**src/rtl/imem_pkg.sv**
```systemverilog
// Shared definitions for the loadable instruction memory: opcodes, FSM states and the
// boot image that the array takes on reset.
package imem_pkg;

    localparam logic [2:0] OpStore = 3'd1;
    localparam logic [2:0] OpLoad  = 3'd2;
    localparam logic [2:0] OpAddi  = 3'd3;
    localparam logic [2:0] OpBne   = 3'd4;

    typedef enum logic [1:0] {
        StRun,
        StLoad,
        StErr
    } imem_state_t;

    typedef struct packed {
        logic [2:0] op;
        logic [7:0] arg;
    } boot_entry_t;

    localparam int unsigned BOOT_LEN = 5;

    localparam boot_entry_t BootImage [BOOT_LEN] = '{
        '{OpStore, 8'd30},
        '{OpLoad,  8'd30},
        '{OpAddi,  8'd2},
        '{OpStore, 8'd30},
        '{OpBne,   8'd1}
    };

endpackage

```
**src/rtl/imem_boot_if.sv**
```systemverilog
// Fetch port plus program-load stream of the instruction memory. The slave side is the
// memory; the master side is the processor fetch unit together with the loader.
interface imem_boot_if #(
    parameter int unsigned WORD_W = 8,
    parameter int unsigned OP_W   = 3
);
    localparam int unsigned AW = WORD_W - OP_W;

    logic [AW-1:0]     Iaddress;
    logic [WORD_W-1:0] Idata;
    logic              cpu_hold;
    logic              ld_start;
    logic              ld_valid;
    logic              ld_ready;
    logic [WORD_W-1:0] ld_data;
    logic              ld_last;
    logic              ld_error;
    logic [AW:0]       word_count;
    logic [WORD_W-1:0] ld_sum;

    modport slave (
        input  Iaddress, ld_start, ld_valid, ld_data, ld_last,
        output Idata, cpu_hold, ld_ready, ld_error, word_count, ld_sum
    );

    modport master (
        output Iaddress, ld_start, ld_valid, ld_data, ld_last,
        input  Idata, cpu_hold, ld_ready, ld_error, word_count, ld_sum
    );
endinterface

```
**src/rtl/imem_boot.sv**
```systemverilog
// Instruction memory initialised from the boot image on reset and reloadable at run time
// over a valid/ready stream; the processor is held while a load is in progress.
module imem_boot
    import imem_pkg::*;
#(
    parameter int unsigned WORD_W = 8,
    parameter int unsigned OP_W   = 3,
    parameter int unsigned DEPTH  = 2 ** (WORD_W - OP_W)
) (
    input logic          clock,
    input logic          reset,
    imem_boot_if.slave   bus_io
);
    localparam int unsigned AW         = WORD_W - OP_W;
    localparam int unsigned IdxW       = (DEPTH > 1) ? $clog2(DEPTH) : 1;
    localparam int unsigned ResetCount = (BOOT_LEN < DEPTH) ? BOOT_LEN : DEPTH;

    imem_state_t       state_q, state_d;
    logic [WORD_W-1:0] mem_q [DEPTH];
    logic [AW-1:0]     ptr_q, ptr_d;
    logic [AW:0]       wc_q, wc_d;
    logic [WORD_W-1:0] sum_q, sum_d;
    logic              err_q, err_d;
    logic              hold_q, hold_d;
    logic              ready;
    logic [WORD_W-1:0] idata;
    logic              beat;
    logic              at_end;

    function automatic logic [WORD_W-1:0] boot_word(input int unsigned i);
        if (i < BOOT_LEN) begin
            return {OP_W'(BootImage[i].op), AW'(BootImage[i].arg)};
        end
        return '0;
    endfunction

    assign beat   = bus_io.ld_valid && ready;
    assign at_end = (ptr_q == AW'(DEPTH - 1));

    // State register and datapath registers
    always_ff @(posedge clock) begin
        if (reset) begin
            state_q <= StRun;
            ptr_q   <= '0;
            sum_q   <= '0;
            err_q   <= 1'b0;
            hold_q  <= 1'b0;
            wc_q    <= (AW + 1)'(ResetCount);
        end else begin
            state_q <= state_d;
            ptr_q   <= ptr_d;
            sum_q   <= sum_d;
            err_q   <= err_d;
            hold_q  <= hold_d;
            wc_q    <= wc_d;
        end
    end

    always_ff @(posedge clock) begin
        if (reset) begin
            for (int i = 0; i < DEPTH; i++) begin
                mem_q[i] <= boot_word(i);
            end
        end else if (beat) begin
            mem_q[ptr_q[IdxW-1:0]] <= bus_io.ld_data;
        end
    end

    // Next-state logic; a start pulse always wins over a beat in the same cycle
    always_comb begin
        state_d = state_q;
        unique case (state_q)
            StRun, StErr: begin
                if (bus_io.ld_start) state_d = StLoad;
            end
            StLoad: begin
                if (bus_io.ld_start)               state_d = StLoad;
                else if (beat && bus_io.ld_last)   state_d = StRun;
                else if (beat && at_end)           state_d = StErr;
            end
            default: state_d = StRun;
        endcase
    end

    always_comb begin
        ptr_d  = ptr_q;
        sum_d  = sum_q;
        wc_d   = wc_q;
        err_d  = err_q;
        if (bus_io.ld_start) begin
            ptr_d = '0;
            sum_d = '0;
            err_d = 1'b0;
        end else if (beat) begin
            ptr_d = ptr_q + AW'(1);
            sum_d = sum_q + bus_io.ld_data;
            if (bus_io.ld_last) begin
                wc_d = (AW + 1)'(ptr_q) + (AW + 1)'(1);
            end else if (at_end) begin
                err_d = 1'b1;
            end
        end
        hold_d = (state_d != StRun);
    end

    // Output logic: fetch is combinational and only live in RUN
    always_comb begin
        ready = 1'b0;
        idata = '0;
        unique case (state_q)
            StRun: begin
                if (32'(bus_io.Iaddress) < DEPTH) idata = mem_q[bus_io.Iaddress[IdxW-1:0]];
            end
            StLoad: ready = !bus_io.ld_start;
            default: ;
        endcase
    end

    assign bus_io.Idata      = idata;
    assign bus_io.ld_ready   = ready;
    assign bus_io.cpu_hold   = hold_q;
    assign bus_io.ld_error   = err_q;
    assign bus_io.word_count = wc_q;
    assign bus_io.ld_sum     = sum_q;

endmodule

```
**src/flat_wrapper.sv**
```systemverilog
// flat-port wrapper written by rule: the top's interface ports become plain ports
module imem_boot_flat import imem_pkg::*;
#(
    parameter int unsigned WORD_W = 8,
    parameter int unsigned OP_W   = 3,
    parameter int unsigned DEPTH  = 2 ** (WORD_W - OP_W)
)
  (clock, reset, bus_io_Iaddress, bus_io_ld_start, bus_io_ld_valid, bus_io_ld_data, bus_io_ld_last, bus_io_Idata, bus_io_cpu_hold, bus_io_ld_ready, bus_io_ld_error, bus_io_word_count, bus_io_ld_sum);
  imem_boot_if #(.WORD_W(WORD_W), .OP_W(OP_W)) bus_io_i ();
  input logic clock;
  input logic reset;
  input wire logic [$bits(bus_io_i.Iaddress)-1:0] bus_io_Iaddress;
  input wire logic [$bits(bus_io_i.ld_start)-1:0] bus_io_ld_start;
  input wire logic [$bits(bus_io_i.ld_valid)-1:0] bus_io_ld_valid;
  input wire logic [$bits(bus_io_i.ld_data)-1:0] bus_io_ld_data;
  input wire logic [$bits(bus_io_i.ld_last)-1:0] bus_io_ld_last;
  output wire logic [$bits(bus_io_i.Idata)-1:0] bus_io_Idata;
  output wire logic [$bits(bus_io_i.cpu_hold)-1:0] bus_io_cpu_hold;
  output wire logic [$bits(bus_io_i.ld_ready)-1:0] bus_io_ld_ready;
  output wire logic [$bits(bus_io_i.ld_error)-1:0] bus_io_ld_error;
  output wire logic [$bits(bus_io_i.word_count)-1:0] bus_io_word_count;
  output wire logic [$bits(bus_io_i.ld_sum)-1:0] bus_io_ld_sum;
  assign bus_io_i.Iaddress = bus_io_Iaddress;
  assign bus_io_i.ld_start = bus_io_ld_start;
  assign bus_io_i.ld_valid = bus_io_ld_valid;
  assign bus_io_i.ld_data = bus_io_ld_data;
  assign bus_io_i.ld_last = bus_io_ld_last;
  assign bus_io_Idata = bus_io_i.Idata;
  assign bus_io_cpu_hold = bus_io_i.cpu_hold;
  assign bus_io_ld_ready = bus_io_i.ld_ready;
  assign bus_io_ld_error = bus_io_i.ld_error;
  assign bus_io_word_count = bus_io_i.word_count;
  assign bus_io_ld_sum = bus_io_i.ld_sum;
  imem_boot #(.WORD_W(WORD_W), .OP_W(OP_W), .DEPTH(DEPTH)) u_core (.clock(clock), .reset(reset), .bus_io(bus_io_i));
endmodule
```
**config.mk**
```make
export PLATFORM = sky130hd
export DESIGN_NAME = imem_boot_flat
export DESIGN_NICKNAME = d
export VERILOG_FILES = /design/src/rtl/imem_pkg.sv /design/src/rtl/imem_boot_if.sv /design/src/rtl/imem_boot.sv /design/src/flat_wrapper.sv
export SDC_FILE = /design/constraint.sdc
export NUM_CORES = 1
export LEC_CHECK = 0
export ABC_CLOCK_PERIOD_IN_PS = 2540
export CELL_PAD_IN_SITES_DETAIL_PLACEMENT = 0
export CELL_PAD_IN_SITES_GLOBAL_PLACEMENT = 1
export CORE_ASPECT_RATIO = 1.1
export CORE_UTILIZATION = 40
export DETAILED_ROUTE_END_ITERATION = 10
export PLACE_DENSITY_LB_ADDON = 0.08
export SYNTH_ARGS = -nofsm -noshare
export SYNTH_HDL_FRONTEND = slang
export SYNTH_SLANG_ARGS = --single-unit
```
**constraint.sdc**
```tcl
create_clock -name clock -period 2.54 [get_ports clock]
set_input_delay 0.254 -clock clock [delete_from_list [all_inputs] [get_ports clock]]
set_output_delay 0.254 -clock clock [all_outputs]
set_load 0.02 [all_outputs]
```
==> out/results.txt <==
The overall die width is 175 um, and the worst slew slack as a fraction of its limit is 65.4%. Of all flip-flops after synthesis, the portion carrying an async set or reset was 0%. The area growth from synthesis to final layout is 16.3%.

The effective utilization at floorplan was 40.7%; the actual slew at the worst max-slew pin was 0.517 ns. For this block, wires on met1 add up to 15100 um. Setup repair after global routing could not meet its margin everywhere. The synthesized netlist occupies a cell area of 13200 um2.

The routed length on met2 came out at 16400 um. The critical path goes through mux4_1, mux4_2, inv_2, a221oi_2, buf_4. The post-detailed-route DRC marker count is 0, and the number of global-route vias before repair is 7852.

The instance count after placement with tap cells included was 1386. Each instance of the synthesized netlist takes up on average 14.5 um2. The initial antenna violation count is 0, and the total congestion overflow after global routing is 0. The synthesized design spends more area on one cell type than any other, namely sky130_fd_sc_hd__edfxtp_1. The tools report the net count of the mapped netlist as 941. The logs give 44 for the number of distinct standard cells referenced by the synthesized netlist and 0 for the count of synthesis-stage warnings from yosys. The maximum clock frequency is 386 MHz, and the post-place setup slack is -0.250 ns. The vertical extent of the die is 192 um, and the number of hold violations in the final report is 0. The final design area excluding fillers is 15300 um2. Detailed-route wire length per cell: 23.6 um.

The deepest level of the CTS H-tree is 1. The run finished, with violations left. Sequential cells were found to cover 61.8% of the synthesized design area. The root buffer cell chosen for the clock tree is sky130_fd_sc_hd__clkbuf_16.

The cell count after synthesis came out at 910. The first global-routing pass estimated 51100 um of wire. The number of buffers and inverters on the critical path came out at 2. The post-route netlist has 25.6% of its cells at a drive strength greater than 1.

In this run, post-CTS hold repair placed 0 buffers. The floorplan has 69 rows. The total of max-cap violations is 0. The most instantiated flip-flop cell in the synthesis netlist is sky130_fd_sc_hd__edfxtp_1.

In this run the count of I/O pins placed on the die edge is 43. At the end of routability-driven placement, the weighted congestion stood at 0.837. The final reports fail on setup timing.

The worst setup path is captured at an output pin. Among cell families on the critical path, the largest total delay comes from multiplexers. For the total core area, the log shows 32400 um2. Clock-pin slew was measured on the worst setup and hold paths at 0.06 ns.

Type of the worst min-delay path: input port to register. The later pin in the worst-skew pair is clocked with a latency of 0.55 ns. The worst setup path category was register to output pin. The biggest fanout along the worst timing path works out to 1.

The clock drives 279 sinks. The count of filler cells inserted in the layout was 2815. The maximum vdd drop was 0.000421 V. Overall power consumption after layout is estimated at 0.0102 W. For this design the ratio of total power to cell area is 664 nW/um2. The number of antenna diodes in the final layout is 0. The post-detailed-routing wire length is 34000 um, and the filler-free cell count of the finished design is 1439. The number of buffer cells added on primary ports is 42, and the arrival time of the worst setup path is 2.33 ns. For this design the static power due to leakage is 5.32 nW. The routed layout has 7736 vias. The remaining number of nets flagged by the antenna check after routing came out at 0. The number of slew-limit violations in the final report was 0. Once detailed placement completed, the half-perimeter wirelength came to 23300 um. The run gives 29 as the number of buffers created by CTS. The first TritonRoute pass finished after 5 iterations.

On the worst path, the slowest cell contributes a delay of 0.54 ns. The highest metal layer carrying signal wires in the routed design is met4. STA classifies the critical path startpoint as a register. The tools report the total global-route track usage as 20.8%. In this run, the number of DRC markers left after iteration 0 of detailed routing was 660. Measured on the finished design, the core utilization comes to 47.4%.

The tools report the final setup violation count as 8. The worst-case clock skew was 0.00587 ns; the placed cell area was 14500 um2. The required time of the critical path came out at 2.29 ns. The number of vias per cell came out at 5.38. The largest individual stage delay along the critical path comes from the cell sky130_fd_sc_hd__mux4_1. The minimum period implied by the final worst setup slack works out to 2.59 ns. Of the available clock period, the critical path in the final layout requires 102%. By area the synthesized netlist is led by sky130_fd_sc_hd__edfxtp_1 (58%), sky130_fd_sc_hd__and2_1 (9.9%), sky130_fd_sc_hd__mux4_2 (7.7%), sky130_fd_sc_hd__mux4_1 (5.4%), sky130_fd_sc_hd__dfxtp_1 (3.5%). The die covers 33700 um2. The worst setup slack after layout is -0.0478 ns. Counting along the longest clock path gives a buffer depth of 3. The tools report the sum of met3 wire segment lengths after detailed routing as 1740 um. TritonCTS built the clock tree. The number of enable flip-flop cells after synthesis is 256. The area share of the largest cell type after synthesis came out at 58.3%. The logs give 43 for the largest net degree at the start of global routing and 1022 for the number of nets in the layout. Number of storage elements in the synthesis netlist: 279.
[area by class of cell]
class	instances	area, um2	area share (%)
timing repair buffer	111	1050	6.87
sequential	279	8150	53.1
multi-input combinational	556	4640	30.3
clock inverter	22	175	1.14
inverter	14	52.6	0.343
tap	426	533	3.47
clock buffer	31	733	4.78
[state kept, by name, summed over array words and instances (netlist names)]
name	flops
u_core.ptr_q	5
u_core.state_q	2
u_core.bus_io.word_count	6
u_core.bus_io.ld_error	1
u_core.mem_q	256
u_core.bus_io.ld_sum	8
u_core.bus_io.cpu_hold	1
[repair_timing]
action,4_1_cts,5_1_grt
pin swaps,7,1
buffers inserted,0,0
resized for setup,81,2
endpoints found under the setup margin,8,8
[worst reg2reg max path, stage by stage (launching register included)]
cell and delay, ns:
sky130_fd_sc_hd__dfxtp_1 0.44, sky130_fd_sc_hd__nand4bb_1 0.22, sky130_fd_sc_hd__nor2_4 0.27, sky130_fd_sc_hd__nand2_1 0.15, sky130_fd_sc_hd__buf_12 0.18, sky130_fd_sc_hd__nor2_1 0.14
sky130_fd_sc_hd__or2_2 0.29
[where the power goes]
part / switching [W] / leakage, nW / total (W) / internal (W)
logic: 0.000459 / 2.23 / 0.000812 / 0.000353
registers: 0.0000853 / 2.63 / 0.00526 / 0.00518
clock network: 0.00180 / 0.451 / 0.00411 / 0.00230
total: 0.00235 / 5.32 / 0.0102 / 0.00783
[placed cells by master (no fill, tap or decap), types with 21 or more instances in the layout]
| master | synthesis | layout |
|---|---|---|
| sky130_fd_sc_hd__nand2_1 | 30 | 30 |
| sky130_fd_sc_hd__clkdlybuf4s50_1 | 0 | 31 |
| sky130_fd_sc_hd__and2_1 | 208 | 208 |
| sky130_fd_sc_hd__mux4_2 | 45 | 70 |
| sky130_fd_sc_hd__nor3_1 | 32 | 32 |
| sky130_fd_sc_hd__a21oi_1 | 21 | 21 |
| sky130_fd_sc_hd__edfxtp_1 | 256 | 256 |
| sky130_fd_sc_hd__dfxtp_1 | 23 | 23 |
| sky130_fd_sc_hd__buf_4 | 1 | 65 |
| sky130_fd_sc_hd__clkbuf_16 | 0 | 29 |
| sky130_fd_sc_hd__nor2_1 | 48 | 48 |
| sky130_fd_sc_hd__or2_2 | 42 | 42 |
[per-stage QoR]
step | TNS [ns] | hold slack (ns)
6_report | -0.222 | 0.0813
5_1_grt | -0.645 | 0.0781
4_1_cts | -0.489 | 0.0497
3_5_place_dp | -1.85 | 0.451
3_3_place_gp | -1.53 | 0.441
2_1_floorplan | 0 | 0.371
[logic make-up (layout without fill, tap and decap cells)]
logic type	after synthesis	in the layout	share of synthesized area (%)
AND/OR/NAND/NOR	403	403	17.4
flip-flops	279	279	61.8
multiplexers	80	80	13.7
buffers and inverters	75	178	2.56
AO/OA/AOI/OAI	56	56	3.00
adder cells (fa/ha/maj)	13	13	1.29
XOR/XNOR	4	4	0.266
[final timing paths]
path,cells after the start,end,from,slack [ns]
min,3,u_core.bus_io.ld_sum[5],reset,0.08
max,5,bus_io_Idata[6],u_core.mem_q[21][6],-0.05
max reg2reg,6,u_core.mem_q[4][7],u_core.state_q[0],0.53
min reg2reg,2,u_core.bus_io.word_count[4],u_core.bus_io.word_count[4],0.46
[routing by layer]
layer | global-route usage (%) | up-vias
li1 | - | 3527
met1 | 28.3 | 3931
met2 | 34.5 | 221
met3 | 2.82 | 57
met4 | 6.56 | 0
met5 | 0 | -
[cells in the mapped netlist, drive strengths merged (2+ instances only)]
cell type and count:
o21ai 7, dfxtp 23, a211o 2, xnor2 2
buf 21, edfxtp 256, inv 14, and3 2
and2 208, ha 12, nor3 32, nand3b 4
clkbuf 40, a211oi 4, nand2b 7, a21oi 21
o21a 2, nand3 12, mux2i 8, nor2b 3
or3b 2, nand2 30, xor2 2, a221oi 8
or2 42, nor2 49, mux4 72, o221ai 8
or3 9
Note: power is estimated with default switching activity, not from simulation.
